<file path="config.mk">
export PLATFORM = sky130hd
export DESIGN_NAME = seq_div
export DESIGN_NICKNAME = d
export VERILOG_FILES = /design/src/rtl/seq_div_pkg.sv /design/src/rtl/seq_div_step.sv /design/src/rtl/seq_div.sv
export SDC_FILE = /design/constraint.sdc
export NUM_CORES = 1
export LEC_CHECK = 0
export ABC_AREA = 1
export CAP_MARGIN = 40
export CELL_PAD_IN_SITES_DETAIL_PLACEMENT = 1
export CELL_PAD_IN_SITES_GLOBAL_PLACEMENT = 1
export CORE_MARGIN = 2
export CORE_UTILIZATION = 39
export DETAILED_ROUTE_END_ITERATION = 10
export PLACE_DENSITY_LB_ADDON = 0.1
export SYNTH_ARGS = -nofsm -noshare
export SYNTH_HDL_FRONTEND = slang
export SYNTH_HIERARCHICAL = 1
export SYNTH_SLANG_ARGS = --single-unit
</file>
<file path="constraint.sdc">
create_clock -name clk -period 2.8 [get_ports clk]
set_clock_uncertainty 0.2 [all_clocks]
set_input_delay 0.56 -clock clk [delete_from_list [all_inputs] [get_ports clk]]
set_output_delay 0.56 -clock clk [all_outputs]
set_load 0.01 [all_outputs]
</file>
<file path="src/rtl/seq_div_pkg.sv">
// Shared definitions for the sequential restoring divider: controller state
// encoding and iteration-counter sizing.
package seq_div_pkg;

  typedef enum logic [1:0] {
    IDLE = 2'd0,
    RUN  = 2'd1,
    DONE = 2'd2
  } state_e;

  // Counter must reach 2N, so it needs one bit beyond clog2(2N).
  function automatic int cnt_w(input int n);
    return $clog2(2 * n) + 1;
  endfunction

endpackage

</file>
<file path="src/rtl/seq_div_step.sv">
// One restoring shift-subtract step: shift the next dividend bit into the
// partial remainder and subtract the divisor if it fits.
module div_step #(
  parameter int N = 4
) (
  input  logic [N:0]   rem_i,
  input  logic         q_msb_i,
  input  logic [N-1:0] div_i,
  output logic [N:0]   rem_o,
  output logic         qbit_o
);

  logic [N:0] shifted;
  logic [N:0] trial;

  // The partial remainder is always below the divisor, so bit N of rem_i is
  // zero and the shifted value fits in N+1 bits.
  assign shifted = {rem_i[N-1:0], q_msb_i};
  assign trial   = shifted - {1'b0, div_i};

  always_comb begin
    rem_o  = shifted;
    qbit_o = 1'b0;
    if (!trial[N]) begin
      rem_o  = trial;
      qbit_o = 1'b1;
    end
  end

endmodule

</file>
<file path="src/rtl/seq_div.sv">
// Sequential restoring divider: 2N-bit unsigned dividend over N-bit divisor,
// one quotient bit per clock, with the same load/valid handshake as mult2.
module seq_div
  import seq_div_pkg::*;
#(
  parameter int N = 4
) (
  input  logic           clk,
  input  logic           rst_n,
  input  logic           load,
  input  logic [2*N-1:0] dividend,
  input  logic [N-1:0]   divisor,
  output logic [2*N-1:0] q,
  output logic [N-1:0]   r,
  output logic           valid,
  output logic           dz
);

  localparam int CW = cnt_w(N);
  localparam logic [CW-1:0] LAST = CW'(2 * N - 1);

  state_e         state_q, state_d;
  logic [CW-1:0]  cnt_q,   cnt_d;
  logic [N:0]     rem_q,   rem_d;
  logic [2*N-1:0] quo_q,   quo_d;
  logic [N-1:0]   dvs_q,   dvs_d;
  logic [2*N-1:0] q_q,     q_d;
  logic [N-1:0]   r_q,     r_d;
  logic           valid_q, valid_d;
  logic           dz_q,    dz_d;

  logic [N:0]     step_rem;
  logic           step_qbit;

  div_step #(.N(N)) u_step (
    .rem_i   (rem_q),
    .q_msb_i (quo_q[2*N-1]),
    .div_i   (dvs_q),
    .rem_o   (step_rem),
    .qbit_o  (step_qbit)
  );

  always_ff @(posedge clk or negedge rst_n) begin
    if (!rst_n) begin
      state_q <= IDLE;
      cnt_q   <= '0;
      rem_q   <= '0;
      quo_q   <= '0;
      dvs_q   <= '0;
      q_q     <= '0;
      r_q     <= '0;
      valid_q <= 1'b0;
      dz_q    <= 1'b0;
    end else begin
      state_q <= state_d;
      cnt_q   <= cnt_d;
      rem_q   <= rem_d;
      quo_q   <= quo_d;
      dvs_q   <= dvs_d;
      q_q     <= q_d;
      r_q     <= r_d;
      valid_q <= valid_d;
      dz_q    <= dz_d;
    end
  end

  always_comb begin
    state_d = state_q;
    cnt_d   = cnt_q;
    rem_d   = rem_q;
    quo_d   = quo_q;
    dvs_d   = dvs_q;
    q_d     = q_q;
    r_d     = r_q;
    valid_d = valid_q;
    dz_d    = dz_q;
    if (load) begin
      quo_d   = dividend;
      dvs_d   = divisor;
      rem_d   = '0;
      cnt_d   = '0;
      valid_d = 1'b0;
      dz_d    = 1'b0;
      state_d = (divisor == '0) ? DONE : RUN;
    end else begin
      case (state_q)
        RUN: begin
          rem_d = step_rem;
          quo_d = {quo_q[2*N-2:0], step_qbit};
          cnt_d = cnt_q + CW'(1);
          if (cnt_q == LAST) begin
            q_d     = {quo_q[2*N-2:0], step_qbit};
            r_d     = step_rem[N-1:0];
            valid_d = 1'b1;
            state_d = DONE;
          end
        end
        // Only a divide-by-zero load reaches DONE with valid still low.
        DONE: begin
          if (!valid_q) begin
            q_d     = '1;
            r_d     = '0;
            dz_d    = 1'b1;
            valid_d = 1'b1;
          end
        end
        default: ;
      endcase
    end
  end

  assign q     = q_q;
  assign r     = r_q;
  assign valid = valid_q;
  assign dz    = dz_q;

endmodule

</file>
==> results of run 1 <==
metal layers:
layer | routed length, µm | track usage (%)
met3 | 137 | 4.58
met4 | 63 | 5.66
met2 | 1990 | 30.5
met1 | 2110 | 25.0
met5 | 0 | 0
sequential cells by signal (all words and copies together) (netlist names):
register,flops
valid,1
cnt_q,4
dvs_q,4
r,4
q,8
state_q,2
quo_q,8
rem_q,4
dz,1
placed cells by master (no fill, tap or decap), types with 2 or more instances in the layout:
cell type         n
o21bai_1          2
dfrtp_1          36
nand2_2           2
nand3_1          16
nand2_1          81
or2_2             2
inv_2             5
o21ai_0           7
o211ai_1          8
o21ai_1           4
clkdlybuf4s50_1  27
nor2_1           14
nor2_2            2
a21oi_1           3
ha_1              6
inv_1            25
clkbuf_8          5
path summary, 6_finish.rpt:
path / from / endpoint
setup / recovery: quo_q[7]$_DFFE_PN0P_ / r[2]$_DFFE_PN0P_
hold reg to reg: r[2]$_DFFE_PN0P_ / r[2]$_DFFE_PN0P_
setup reg to reg: quo_q[7]$_DFFE_PN0P_ / r[2]$_DFFE_PN0P_
max in group asynchronous: rst_n / quo_q[2]$_DFFE_PN0P_
hold / removal: r[2]$_DFFE_PN0P_ / r[2]$_DFFE_PN0P_
min in group asynchronous: rst_n / dvs_q[2]$_DFFE_PN0P_
report_power, final:
group          leakage (nW)  switching, W  internal [W]  total, W
sequential            0.460     0.0000597      0.000613  0.000673
clock                0.0552      0.000193      0.000264  0.000458
combinational         0.634      0.000238      0.000222  0.000460
area by class of cell:
class,count,area share [%]
multi-input combinational,153,33.8
timing repair buffer,31,13.8
clock buffer,6,3.20
inverter,30,4.97
tap,52,2.87
sequential,36,39.8
clock inverter,2,1.55
worst max-delay path, cell delays in order (launching register included):
cell	delay (ns)
dfrtp_1	0.36
inv_1	0.05
ha_1	0.21
fa_1	0.36
inv_1	0.09
a21oi_1	0.07
o21bai_1	0.15
ha_1	0.29
inv_1	0.18
a21oi_1	0.06
o21ai_0	0.08
nand2_1	0.07
inv_1	0.07
nor2_1	0.05
nand3_1	0.09
nand2_1	0.05
through the flow:
stage	instance area [µm²]	total power, W	cells	utilization [%]
after CTS	2260	0.00162	310	51.3
after global routing	2260	0.00171	310	51.3
after global placement	2130	0.00113	300	48.2
after detailed placement	2150	0.00115	301	48.6
final	2260	0.00159	310	51.3
after floorplan	1820	0.000927	225	-
==> impl_metrics.sql, run 1 <==
INSERT INTO impl_metrics (metric_group, metric, value, unit) VALUES
('routing', 'avgRoutedWirePerCell', '13.9', 'µm'),
('critical_path', 'kind_of_capture_point_of_the_worst_setup_path', 'register', ''),
('routing', 'detailedRoute.firstPassIterationCount', '4', ''),
('sta', 'fin_tns_setup', '0', 'ns'),
('sta', 'report.final.slew_viol_count', '0', ''),
('yosys', 'synthesis.area', '0.00182', 'mm²'),
('critical_path', 'criticalPathCategory', 'reg2reg', ''),
('final_layout', 'fill_cells', '554', ''),
('final_layout', 'layout-drive-gt1-share', '8.91', '%'),
('place', 'gp_routability_congestion', '0.806', ''),
('place', 'dp.final_hpwl', '3120', 'µm'),
('sta', 'finalSetupViolations', '0', ''),
('run_status', 'run_status', 'complete, no violations', ''),
('yosys', 'post_synthesis_cells', '225', ''),
('floorplan', 'fp.dieW', '72.3', 'µm'),
('critical_path', 'critical_path.max_fanout', '7', ''),
('critical_path', 'type_of_origin_of_the_critical_path', 'register', ''),
('clocking', 'post-cts-setup-buffers', '0', ''),
('clocking', 'clock_tree_from_tritoncts', 'built', ''),
('sta', 'worst_slew_pin_slew', '0.414', 'ns'),
('place', 'port-buffer-count', '28', ''),
('floorplan', 'die_height', '72.3', 'µm'),
('critical_path', 'critPathRequiredTime', '2.79', 'ns'),
('global_routing', 'grt_pass1_wl', '7530', 'µm'),
('worst_hold_path', 'min-delay-path-class', 'reg2reg', ''),
('sta', 'fmax', '395', 'MHz'),
('clocking', 'clk_path_buf_depth', '2', ''),
('critical_path', 'data_arrival_critical_path', '2.52', 'ns'),
('critical_path', 'r2r.worst_path.cells', '15', ''),
('routing', 'drc_violations', '0', ''),
('global_routing', 'antenna_found_initial', '0', ''),
('routing', 'detailroute.via_count', '1528', ''),
('clocking', 'post_cts.resized_instances', '0', ''),
('clocking', 'clock_sinks', '36', ''),
('routing', 'via_cell_ratio', '4.93', ''),
('clocking', 'clk_transition_reported_paths', '0.08', 'ns'),
('clocking', 'cts_h_tree_lvls', '2', ''),
('sta', 'grt_setup_unrepaired', 'no', ''),
('yosys', 'syn-mean-instance-area', '8.09', 'µm²'),
('floorplan', 'count_of_pins_on_the_block_boundary', '29', ''),
('sta', 'worst_case_setup_margin_in_the_final_layout', '0.269', 'ns'),
('global_routing', 'grt.total_usage', '18.8', '%'),
('final_layout', 'multi_input_area', '766', 'µm²'),
('sta', 'final.hold.worst_slack', '0.275', 'ns'),
('critical_path', 'regToRegSetupSlack', '0.27', 'ns'),
('clocking', 'cts-buffers-inserted', '5', ''),
('floorplan', 'start_util', '41.2', '%'),
('final_layout', 'seqCellArea', '901', 'µm²'),
('power_and_ir_drop', 'vdd_ir_drop_max', '294', 'µV'),
('floorplan', 'rows', '24', ''),
('place', 'dp_slack', '0.260', 'ns'),
('global_routing', 'first_global_vias', '1593', ''),
('sta', 'slew_headroom', '72.3', '%'),
('job', 'timing.max_cap.violations', '0', ''),
('routing', 'drtAntennaViolNets', '0', ''),
('final_layout', 'design.final.nets', '279', ''),
('power_and_ir_drop', 'pwr_density_cell', '702', 'mW/mm²'),
('routing', 'initialDrtViolationCount', '59', ''),
('global_routing', 'globalRoute.totalOverflow', '0', ''),
('worst_hold_path', 'holdPathStages', '2', ''),
('yosys', 'synth.yosys.warnings', '6', ''),
('sta', 'hold_violations', '0', ''),
('floorplan', 'die_area', '0.00523', 'mm²'),
('sta', 'period_needed', '2.53', 'ns'),
('clocking', 'ctsRootBufferMaster', 'clkbuf_8', ''),
('floorplan', 'placeableCoreArea', '0.00441', 'mm²'),
('final_layout', 'n_antenna_cell', '0', ''),
('clocking', 'worstSkewPairLatency', '0.29', 'ns'),
('routing', 'routed_wl', '4300', 'µm'),
('global_routing', 'largest_net_degree_at_the_start_of_global_routing', '36', ''),
('power_and_ir_drop', 'p_leak', '1.15', 'nW'),
('clocking', 'cts-hold-fix-buffers', '1', ''),
('yosys', 'syn_nets', '247', ''),
('final_layout', 'area_delta_synth_final', '24.4', '%'),
('sta', 'fin_crit_sh', '90.4', '%');
Power figures use the tool's default switching activity.
==> inputs of run 2 (changes only) <==
--- a/config.mk
+++ b/config.mk
@@ -13,6 +13,7 @@
 export CORE_UTILIZATION = 39
 export DETAILED_ROUTE_END_ITERATION = 10
 export PLACE_DENSITY_LB_ADDON = 0.1
+export RECOVER_POWER = 25
 export SYNTH_ARGS = -nofsm -noshare
 export SYNTH_HDL_FRONTEND = slang
 export SYNTH_HIERARCHICAL = 1
==> run 2 against run 1 <==
  * Power fell by 0.24%
  * Routed wire length barely moved
  * Sequential power barely moved
  * Largest power group unchanged
  * First-iteration DRC count fell by 8.5%
  * Highest routed layer unchanged
  * Critical path depth did not move
  * Design area fell by 0.72%
==> impl_metrics.sql, run 2 (same netlist as run 1, synthesis figures left out) <==
INSERT INTO impl_metrics (metric_group, metric, value, unit) VALUES
('sta', 'fin_tns_setup', '0', 'ns'),
('place', 'dp.final_hpwl', '3120', 'µm'),
('sta', 'slew_headroom', '39.9', '%'),
('global_routing', 'gr-usage-met2', '30.5', '%'),
('power_and_ir_drop', 'pwr_density_cell', '706', 'mW/mm²'),
('sta', 'hold_violations', '0', ''),
('sta', 'grt_setup_unrepaired', 'no', ''),
('final_layout', 'final_common_cell', 'nand2_1', ''),
('global_routing', 'grt_pass1_wl', '7530', 'µm'),
('power_and_ir_drop', 'vdd_ir_drop_max', '294', 'µV'),
('floorplan', 'start_util', '41.2', '%'),
('sta', 'finalSetupViolations', '0', ''),
('clocking', 'clk_path_buf_depth', '2', ''),
('final_layout', 'area_delta_synth_final', '23.5', '%'),
('clocking', 'cts_h_tree_lvls', '2', ''),
('critical_path', 'type_of_origin_of_the_critical_path', 'register', ''),
('clocking', 'clock_sinks', '36', ''),
('clocking', 'cts-buffers-inserted', '5', ''),
('floorplan', 'fp.dieW', '72.3', 'µm'),
('sta', 'fmax', '395', 'MHz'),
('run_status', 'run_status', 'complete, no violations', ''),
('sta', 'fin_crit_sh', '90.4', '%'),
('place', 'gp_routability_congestion', '0.806', ''),
('floorplan', 'count_of_pins_on_the_block_boundary', '29', ''),
('routing', 'avgRoutedWirePerCell', '13.9', 'µm'),
('floorplan', 'die_area', '0.00523', 'mm²'),
('global_routing', 'grt.total_usage', '18.8', '%'),
('place', 'port-buffer-count', '28', ''),
('clocking', 'clk_transition_reported_paths', '0.08', 'ns'),
('global_routing', 'met3_usage', '4.58', '%'),
('clocking', 'clock_tree_from_tritoncts', 'built', ''),
('sta', 'worst_slew_pin_slew', '0.902', 'ns'),
('critical_path', 'critical_path.max_fanout', '7', ''),
('floorplan', 'rows', '24', ''),
('routing', 'drtAntennaViolNets', '0', ''),
('global_routing', 'globalRoute.totalOverflow', '0', ''),
('critical_path', 'kind_of_capture_point_of_the_worst_setup_path', 'register', ''),
('worst_hold_path', 'min-delay-path-class', 'reg2reg', ''),
('global_routing', 'met1_resource_use_gr', '25.0', '%'),
('global_routing', 'antenna_found_initial', '0', ''),
('final_layout', 'layout-drive-gt1-share', '8.53', '%'),
('global_routing', 'largest_net_degree_at_the_start_of_global_routing', '36', ''),
('routing', 'detailroute.via_count', '1533', ''),
('critical_path', 'criticalPathCategory', 'reg2reg', ''),
('sta', 'period_needed', '2.53', 'ns'),
('final_layout', 'design.final.nets', '279', ''),
('place', 'place_area', '0.00215', 'mm²'),
('routing', 'routed_wl', '4310', 'µm'),
('critical_path', 'critPathRequiredTime', '2.79', 'ns'),
('routing', 'via_cell_ratio', '4.95', ''),
('global_routing', 'first_global_vias', '1593', ''),
('place', 'dp_slack', '0.260', 'ns'),
('global_routing', 'busiest_layer', 'met2', ''),
('job', 'timing.max_cap.violations', '0', ''),
('final_layout', 'layout.cells.most_common_list', 'nand2_1, dfrtp_1, clkdlybuf4s50_1, inv_1, nand3_1', ''),
('critical_path', 'regToRegSetupSlack', '0.27', 'ns'),
('final_layout', 'design_area', '0.00225', 'mm²'),
('clocking', 'worstSkewPairLatency', '0.29', 'ns'),
('sta', 'worst_case_setup_margin_in_the_final_layout', '0.268', 'ns'),
('clocking', 'ctsRootBufferMaster', 'clkbuf_8', ''),
('floorplan', 'die_height', '72.3', 'µm'),
('critical_path', 'data_arrival_critical_path', '2.52', 'ns'),
('final_layout', 'n_antenna_cell', '0', ''),
('floorplan', 'placeableCoreArea', '0.00441', 'mm²'),
('sta', 'report.final.slew_viol_count', '0', ''),
('routing', 'initialDrtViolationCount', '54', ''),
('routing', 'detailedRoute.firstPassIterationCount', '4', ''),
('power_and_ir_drop', 'p_leak', '1.14', 'nW'),
('routing', 'drc_violations', '0', '');
-- run 2: area by class of cell --
class	count	area [µm²]
Inverter	30	113
Clock buffer	6	72.6
Sequential cell	36	901
Timing Repair Buffer	31	297
Clock inverter	2	35.0
Multi-Input combinational cell	153	766
Fill cell	556	2170
Tap cell	52	65.1
-- run 2: worst max-delay path: stages, from the launching register on --
cell and delay [ns]:
dfrtp_1 0.36, inv_1 0.05, ha_1 0.21, fa_1 0.36, inv_1 0.09, a21oi_1 0.07
o21bai_1 0.15, ha_1 0.29, inv_1 0.18, a21oi_1 0.06, o21ai_0 0.08, nand2_1 0.07
inv_1 0.07, nor2_1 0.05, nand3_1 0.09, nand2_1 0.05
-- run 2: stage by stage --
step	total power, W	instances	hold WS (ns)	utilization [%]
6_report	0.00159	310	0.275	50.9
4_1_cts	0.00162	310	0.280	51.3
2_1_floorplan	0.000927	225	0.0644	-
3_3_place_gp	0.00113	300	0.255	48.2
3_5_place_dp	0.00115	301	0.161	48.6
5_1_grt	0.00170	310	0.300	50.9
-- run 2: routing by layer --
metal  vias up  wire, µm
met5         -         0
met4         0        63
met3         6       126
met2        24      2020
met1       739      2090
li1        764         -
-- run 2: power breakdown --
| part | internal, W | switching, W |
|---|---|---|
| clock network | 0.000264 | 0.000193 |
| logic | 0.000219 | 0.000238 |
| registers | 0.000613 | 0.0000597 |
-- run 2: worst paths after layout --
path,from,end,cells past startpoint
worst max register to register,quo_q[7]$_DFFE_PN0P_,r[2]$_DFFE_PN0P_,15
min in group asynchronous,rst_n,dvs_q[2]$_DFFE_PN0P_,2
worst max-delay path,quo_q[7]$_DFFE_PN0P_,r[2]$_DFFE_PN0P_,15
worst min-delay path,r[2]$_DFFE_PN0P_,r[2]$_DFFE_PN0P_,2
max in group asynchronous,rst_n,q[6]$_DFFE_PN0P_,3
worst min register to register,r[2]$_DFFE_PN0P_,r[2]$_DFFE_PN0P_,2
-- run 2: timing repair --
action | CTS | global route
gates resized for setup | 0 | 0
buffers inserted | 0 | 0
hold endpoints to repair | 1 | 0
hold buffers | 1 | 0
